File: src/rtl/mux_arb_rr.sv
// rtl/mux_arb_rr.sv - registered N-to-1 valid/ready mux with fixed-select and round-robin modes
module mux_arb_rr #(
  parameter int WIDTH  = 32,
  parameter int NUM_CH = 4,
  parameter int CH_W   = $clog2(NUM_CH)
) (
  input  logic                    clk,
  input  logic                    rst_n,
  input  logic                    mode,
  input  logic [CH_W-1:0]         sel,
  input  logic [NUM_CH*WIDTH-1:0] in_data,
  input  logic [NUM_CH-1:0]       in_valid,
  output logic [NUM_CH-1:0]       in_ready,
  output logic [WIDTH-1:0]        out_data,
  output logic [CH_W-1:0]         out_ch,
  output logic                    out_valid,
  input  logic                    out_ready
);

  logic [WIDTH-1:0]  out_data_q, out_data_d;
  logic [CH_W-1:0]   out_ch_q, out_ch_d;
  logic              out_valid_q, out_valid_d;
  logic [CH_W-1:0]   last_q, last_d;

  logic              load;
  logic              found;
  logic              xfer;
  logic [NUM_CH-1:0] grant;
  logic [CH_W-1:0]   gnt_idx;
  logic [WIDTH-1:0]  gnt_data;

  // The output register may take a new word when empty or being drained this cycle.
  assign load = !out_valid_q || out_ready;

  // Grant selection: fixed channel in mode 0, round-robin after `last` in mode 1.
  always_comb begin
    grant    = '0;
    found    = 1'b0;
    gnt_idx  = '0;
    gnt_data = '0;
    if (!mode) begin
      // An out-of-range sel matches no channel, so it yields no grant.
      for (int i = 0; i < NUM_CH; i++) begin
        if (sel == CH_W'(i) && in_valid[i]) begin
          grant[i] = 1'b1;
        end
      end
    end else begin
      // Search last+1, last+2, ... so the previous winner gets lowest priority.
      for (int k = 1; k <= NUM_CH; k++) begin
        for (int i = 0; i < NUM_CH; i++) begin
          if (!found && (i == (int'(last_q) + k) % NUM_CH) && in_valid[i]) begin
            grant[i] = 1'b1;
            found    = 1'b1;
          end
        end
      end
    end
    for (int i = 0; i < NUM_CH; i++) begin
      if (grant[i]) begin
        gnt_idx  = CH_W'(i);
        gnt_data = in_data[i*WIDTH +: WIDTH];
      end
    end
  end

  // Accept only when the register can load; nothing is accepted while reset is held.
  assign in_ready = (rst_n && load) ? grant : '0;
  assign xfer     = |in_ready;

  // Next state: load on input transfer, otherwise clear valid when drained.
  always_comb begin
    out_data_d  = out_data_q;
    out_ch_d    = out_ch_q;
    out_valid_d = out_valid_q;
    last_d      = last_q;
    if (xfer) begin
      out_data_d  = gnt_data;
      out_ch_d    = gnt_idx;
      out_valid_d = 1'b1;
      last_d      = gnt_idx;
    end else if (out_ready) begin
      out_valid_d = 1'b0;
    end
  end

  // State registers; reset leaves channel 0 with top round-robin priority.
  always_ff @(posedge clk) begin
    if (!rst_n) begin
      out_data_q  <= '0;
      out_ch_q    <= '0;
      out_valid_q <= 1'b0;
      last_q      <= CH_W'(NUM_CH - 1);
    end else begin
      out_data_q  <= out_data_d;
      out_ch_q    <= out_ch_d;
      out_valid_q <= out_valid_d;
      last_q      <= last_d;
    end
  end

  assign out_data  = out_data_q;
  assign out_ch    = out_ch_q;
  assign out_valid = out_valid_q;

endmodule

File: config.mk
export PLATFORM = sky130hd
export DESIGN_NAME = mux_arb_rr
export DESIGN_NICKNAME = d
export VERILOG_FILES = /design/src/rtl/mux_arb_rr.sv
export SDC_FILE = /design/constraint.sdc
export NUM_CORES = 1
export LEC_CHECK = 0
export CORE_UTILIZATION = 30
export CTS_BUF_LIST = sky130_fd_sc_hd__clkbuf_16
export CTS_CLUSTER_SIZE = 8
export DETAILED_ROUTE_END_ITERATION = 12
export DONT_BUFFER_PORTS = 1
export PLACE_DENSITY = 0.55
export SETUP_SLACK_MARGIN = 0.4
export SYNTH_ARGS = -nofsm -noshare
export SYNTH_HDL_FRONTEND = slang
export SYNTH_SLANG_ARGS = --single-unit
export TNS_END_PERCENT = 5
File: constraint.sdc
create_clock -name clk -period 6.5 [get_ports clk]
set_clock_uncertainty 0.15 [all_clocks]
set_input_delay 0.65 -clock clk [delete_from_list [all_inputs] [get_ports clk]]
set_output_delay 0.65 -clock clk [all_outputs]
set_load 0.03 [all_outputs]
==> summary by stage <==
Clocking
Clock-pin slew was measured on the worst setup and hold paths at 0.05 ns. The H-tree depth is 2. The post-cts sizing count is 0. TritonCTS built the clock tree. At the later pin of the worst-skew pair, clock insertion delay measures 0.27 ns. The clock passes through at most 2 buffers. Clock tree synthesis selected as its root buffer the cell sky130_fd_sc_hd__clkbuf_16. In this run the post-CTS setup repair buffer count came out at 0.

The count of clock tree sinks is 37. The number of buffers created by CTS is 5. For this design, the CTS-stage hold fixing added 0 buffers.

Final layout
The net count of the finished layout is 393. 0 antenna diodes ended up in the layout. The final cell utilization of the core is 33.6%.

The post-route netlist has 5.10% of its cells at a drive strength greater than 1. Compared with the post-synthesis result, the final layout area differs by 7.21%. The non-filler instance count after layout is 351.

Setup path
For the worst setup path, the data required time is 6.54 ns. STA classifies the critical path endpoint as a flip-flop. The slowest stage of the critical path is the sky130_fd_sc_hd__o41a_2 cell.

The signal on the critical path passes through or3b_1, a2111o_1, a21oi_2, o41a_2, o21ai_0, a31oi_1. The worst setup path is launched from a flip-flop. The worst endpoint data arrival time is 3.65 ns. The highest fanout seen on the critical path is 66.

For this run, the slowest stage of the critical path takes 0.91 ns. The worst setup path is of the flip-flop to flip-flop kind.

Yosys
The synthesized area per cell is 7.85 um^2. The number of synthesized flops with an enable pin is 0. The number of warning messages in the yosys log is 0.

The sequential fraction of the synthesis area is 34.4%. Counting every instance in the synthesized netlist gives 274. The synthesized netlist net count is 412. The number of different library cells in the post-synthesis netlist is 38. The fraction of registers with async set or reset after synthesis is 0%. The synthesized netlist occupies a cell area of 2150 um^2. The flip-flop cell with the highest count after synthesis is sky130_fd_sc_hd__dfxtp_1. The number of storage elements in the synthesis netlist is 37.

Power and ir drop
Per report_power, the combinational group accounts for 18.9% of the total. For this design the static power due to leakage is 0.793 nW. The power density of the placed cells is 296 nW/um^2. The analysis attributes to net switching a power of 0.000239 W. The largest vdd supply drop is 0.0000986 V.

In this run, the clock network consumes 33.8% of the power. The sequential share of power is 47.3%. Cell internal power was estimated by the tool at 0.000444 W. The design draws 0.000683 W. The fraction of power spent switching nets is 35.0%.

Timing
The clock period could shrink to 3.60 ns. The transition time at the pin with the least slew margin is 1.01 ns. The share of the clock period used by the worst path is 55.4%. The number of pins exceeding their max-slew limit in the final report is 0.

Setup repair after global routing left no endpoint under its margin. In this run the tightest slew margin relative to its limit is 32.6%. Setup total negative slack on the finished layout was measured at 0 ns. The number of hold violations in the final report is 0. Setup violations remaining at the end of the flow were counted as 0.

The final worst slack is 2.90 ns. The maximum clock rate is 278 MHz.

Route
The residual DRC count is 0. The remaining antenna violation count is 0. The routed design uses 3.41 mm of met2 wire. The DRC violation total after the first TritonRoute iteration is 169.

The routed design uses 581 um of met3 wire. The first detailed-routing pass ran for 6 iterations. In the final routing, the length of wire on met1 measures 2.89 mm.

The final layout contains routed wiring with a total length of 6.93 mm. After detailed routing, no signal wire sits above met4. The detailed-route vias per instance is 6.26.

The final routed wire length divided by cell count is 19.7 um. The routed layout has 2,197 vias.

Placement
The pre-CTS setup slack is 2.74 ns. The quantity of I/O buffers inserted on ports is 0. At the end of routability-driven placement, the weighted congestion stood at 0.856. The number of cells after detailed placement is 344. The detailed-placement wirelength estimate is 4.76 mm.

Global route
Summed over all layers, the global routing overflow is 0. The via count of the first global-routing pass came to 1,939. The overall global routing resource usage is 17.1%. The wire length of the first global-routing pass is 9.83 mm. The number of antenna violations at the first check in global routing is 0. The pin count of the biggest net entering global routing is 67.

Die
In this run the core area contains 30 standard-cell rows. The area of the die is 7510 um^2. The region available for standard cell placement spans 6870 um^2.

The effective utilization at floorplan is 31.3%. The count of pins on the block boundary is 177. The die width is 86.7 um. The vertical die dimension is 86.7 um.

Min path
In this run the worst hold path is classified as primary input to flip-flop.

Outcome
The run finished with clean final reports.

Job
The number of maximum-capacitance violations is 0.
## state kept, by name, summed over array words and instances, names as in the netlist
name,cells
last_q,2
out_ch,2
out_valid,1
out_data,32
## synthesized netlist by cell type, types with 5 or more instances
| cell | count | area (um^2) |
|---|---|---|
| sky130_fd_sc_hd__a21o_1 | 16 | 120 |
| sky130_fd_sc_hd__o221ai_1 | 14 | 123 |
| sky130_fd_sc_hd__o21ai_1 | 10 | 50.1 |
| sky130_fd_sc_hd__a21oi_1 | 5 | 25.0 |
| sky130_fd_sc_hd__clkbuf_1 | 14 | 52.6 |
| sky130_fd_sc_hd__a31oi_1 | 33 | 206 |
| sky130_fd_sc_hd__buf_2 | 9 | 45.0 |
| sky130_fd_sc_hd__nor2_1 | 7 | 26.3 |
| sky130_fd_sc_hd__o21ai_0 | 24 | 120 |
| sky130_fd_sc_hd__dfxtp_1 | 37 | 741 |
| sky130_fd_sc_hd__a222oi_1 | 18 | 180 |
| sky130_fd_sc_hd__nand2_1 | 51 | 191 |
## critical path: cells and delay by family (launching register included)
| kind | cells | cell delay [ns] |
|---|---|---|
| AOI/OAI and AO/OA | 5 | 2.49 |
| and+or+nand+nor | 1 | 0.37 |
| DFF | 1 | 0.46 |
## cell usage in the layout (no fill, tap or decap), types with 2 or more instances in the layout
master	instances
sky130_fd_sc_hd__o221ai_1	14
sky130_fd_sc_hd__dfxtp_1	37
sky130_fd_sc_hd__a31oi_1	33
sky130_fd_sc_hd__nand3_1	2
sky130_fd_sc_hd__a222oi_1	18
sky130_fd_sc_hd__a21o_1	16
sky130_fd_sc_hd__and2_1	2
sky130_fd_sc_hd__o21ai_1	10
sky130_fd_sc_hd__nor2_1	7
sky130_fd_sc_hd__nand2b_1	4
sky130_fd_sc_hd__o21ai_0	23
sky130_fd_sc_hd__clkbuf_16	5
sky130_fd_sc_hd__inv_1	5
sky130_fd_sc_hd__a21oi_1	5
sky130_fd_sc_hd__nand2_1	51
sky130_fd_sc_hd__buf_4	2
## per-layer routing
metal | GRT usage (%) | vias up
met4 | 4.85 | 0
met5 | 0 | -
met1 | 20.9 | 1046
li1 | - | 1031
met2 | 29.1 | 116
met3 | 5.14 | 4
## cell type report
cell class              count  area (um^2)
repair buffers              2         15.0
fillers                   742         4560
well taps                  96          120
inverters                   4         15.0
multi-input cells         205         1280
flip-flops and latches     37          741
clock buffers               5          125
clock inverters             2         12.5
## power groups by stage
stage	Combinational, W	Sequential (W)	Clock (W)
2_1_floorplan	0.000117	0.000320	0
3_3_place_gp	0.000128	0.000328	0
3_5_place_dp	0.000130	0.000327	0
4_1_cts	0.000130	0.000323	0.000239
5_1_grt	0.000145	0.000325	0.000248
6_report	0.000129	0.000323	0.000231
## final timing paths
kind,cells after the start,to,slack [ns],start
max,6,out_data[3]$_SDFFE_PN0P_,2.90,last_q[0]$_SDFFE_PN1P_
min reg2reg,2,last_q[1]$_SDFFE_PN1P_,0.45,last_q[1]$_SDFFE_PN1P_
min,1,last_q[0]$_SDFFE_PN1P_,0.29,rst_n
max reg2reg,6,out_data[3]$_SDFFE_PN0P_,2.90,last_q[0]$_SDFFE_PN1P_
## metrics by stage
step	hold slack, ns	cell area, um^2
finish	0.295	2310
global placement	0.425	2170
floorplan	0.396	2150
detailed placement	0.438	2170
global route	0.279	2310
CTS	0.279	2310
## cell families (layout without fill, tap and decap cells)
| group | Yosys count | in the layout | share of synthesized area, % |
|---|---|---|---|
| DFF | 37 | 37 | 34.4 |
| buffers and inverters | 32 | 13 | 7.15 |
| AOI/OAI and AO/OA | 134 | 134 | 44.4 |
| and+or+nand+nor | 71 | 71 | 14.0 |
No activity file was read; power rests on OpenSTA's default activity.
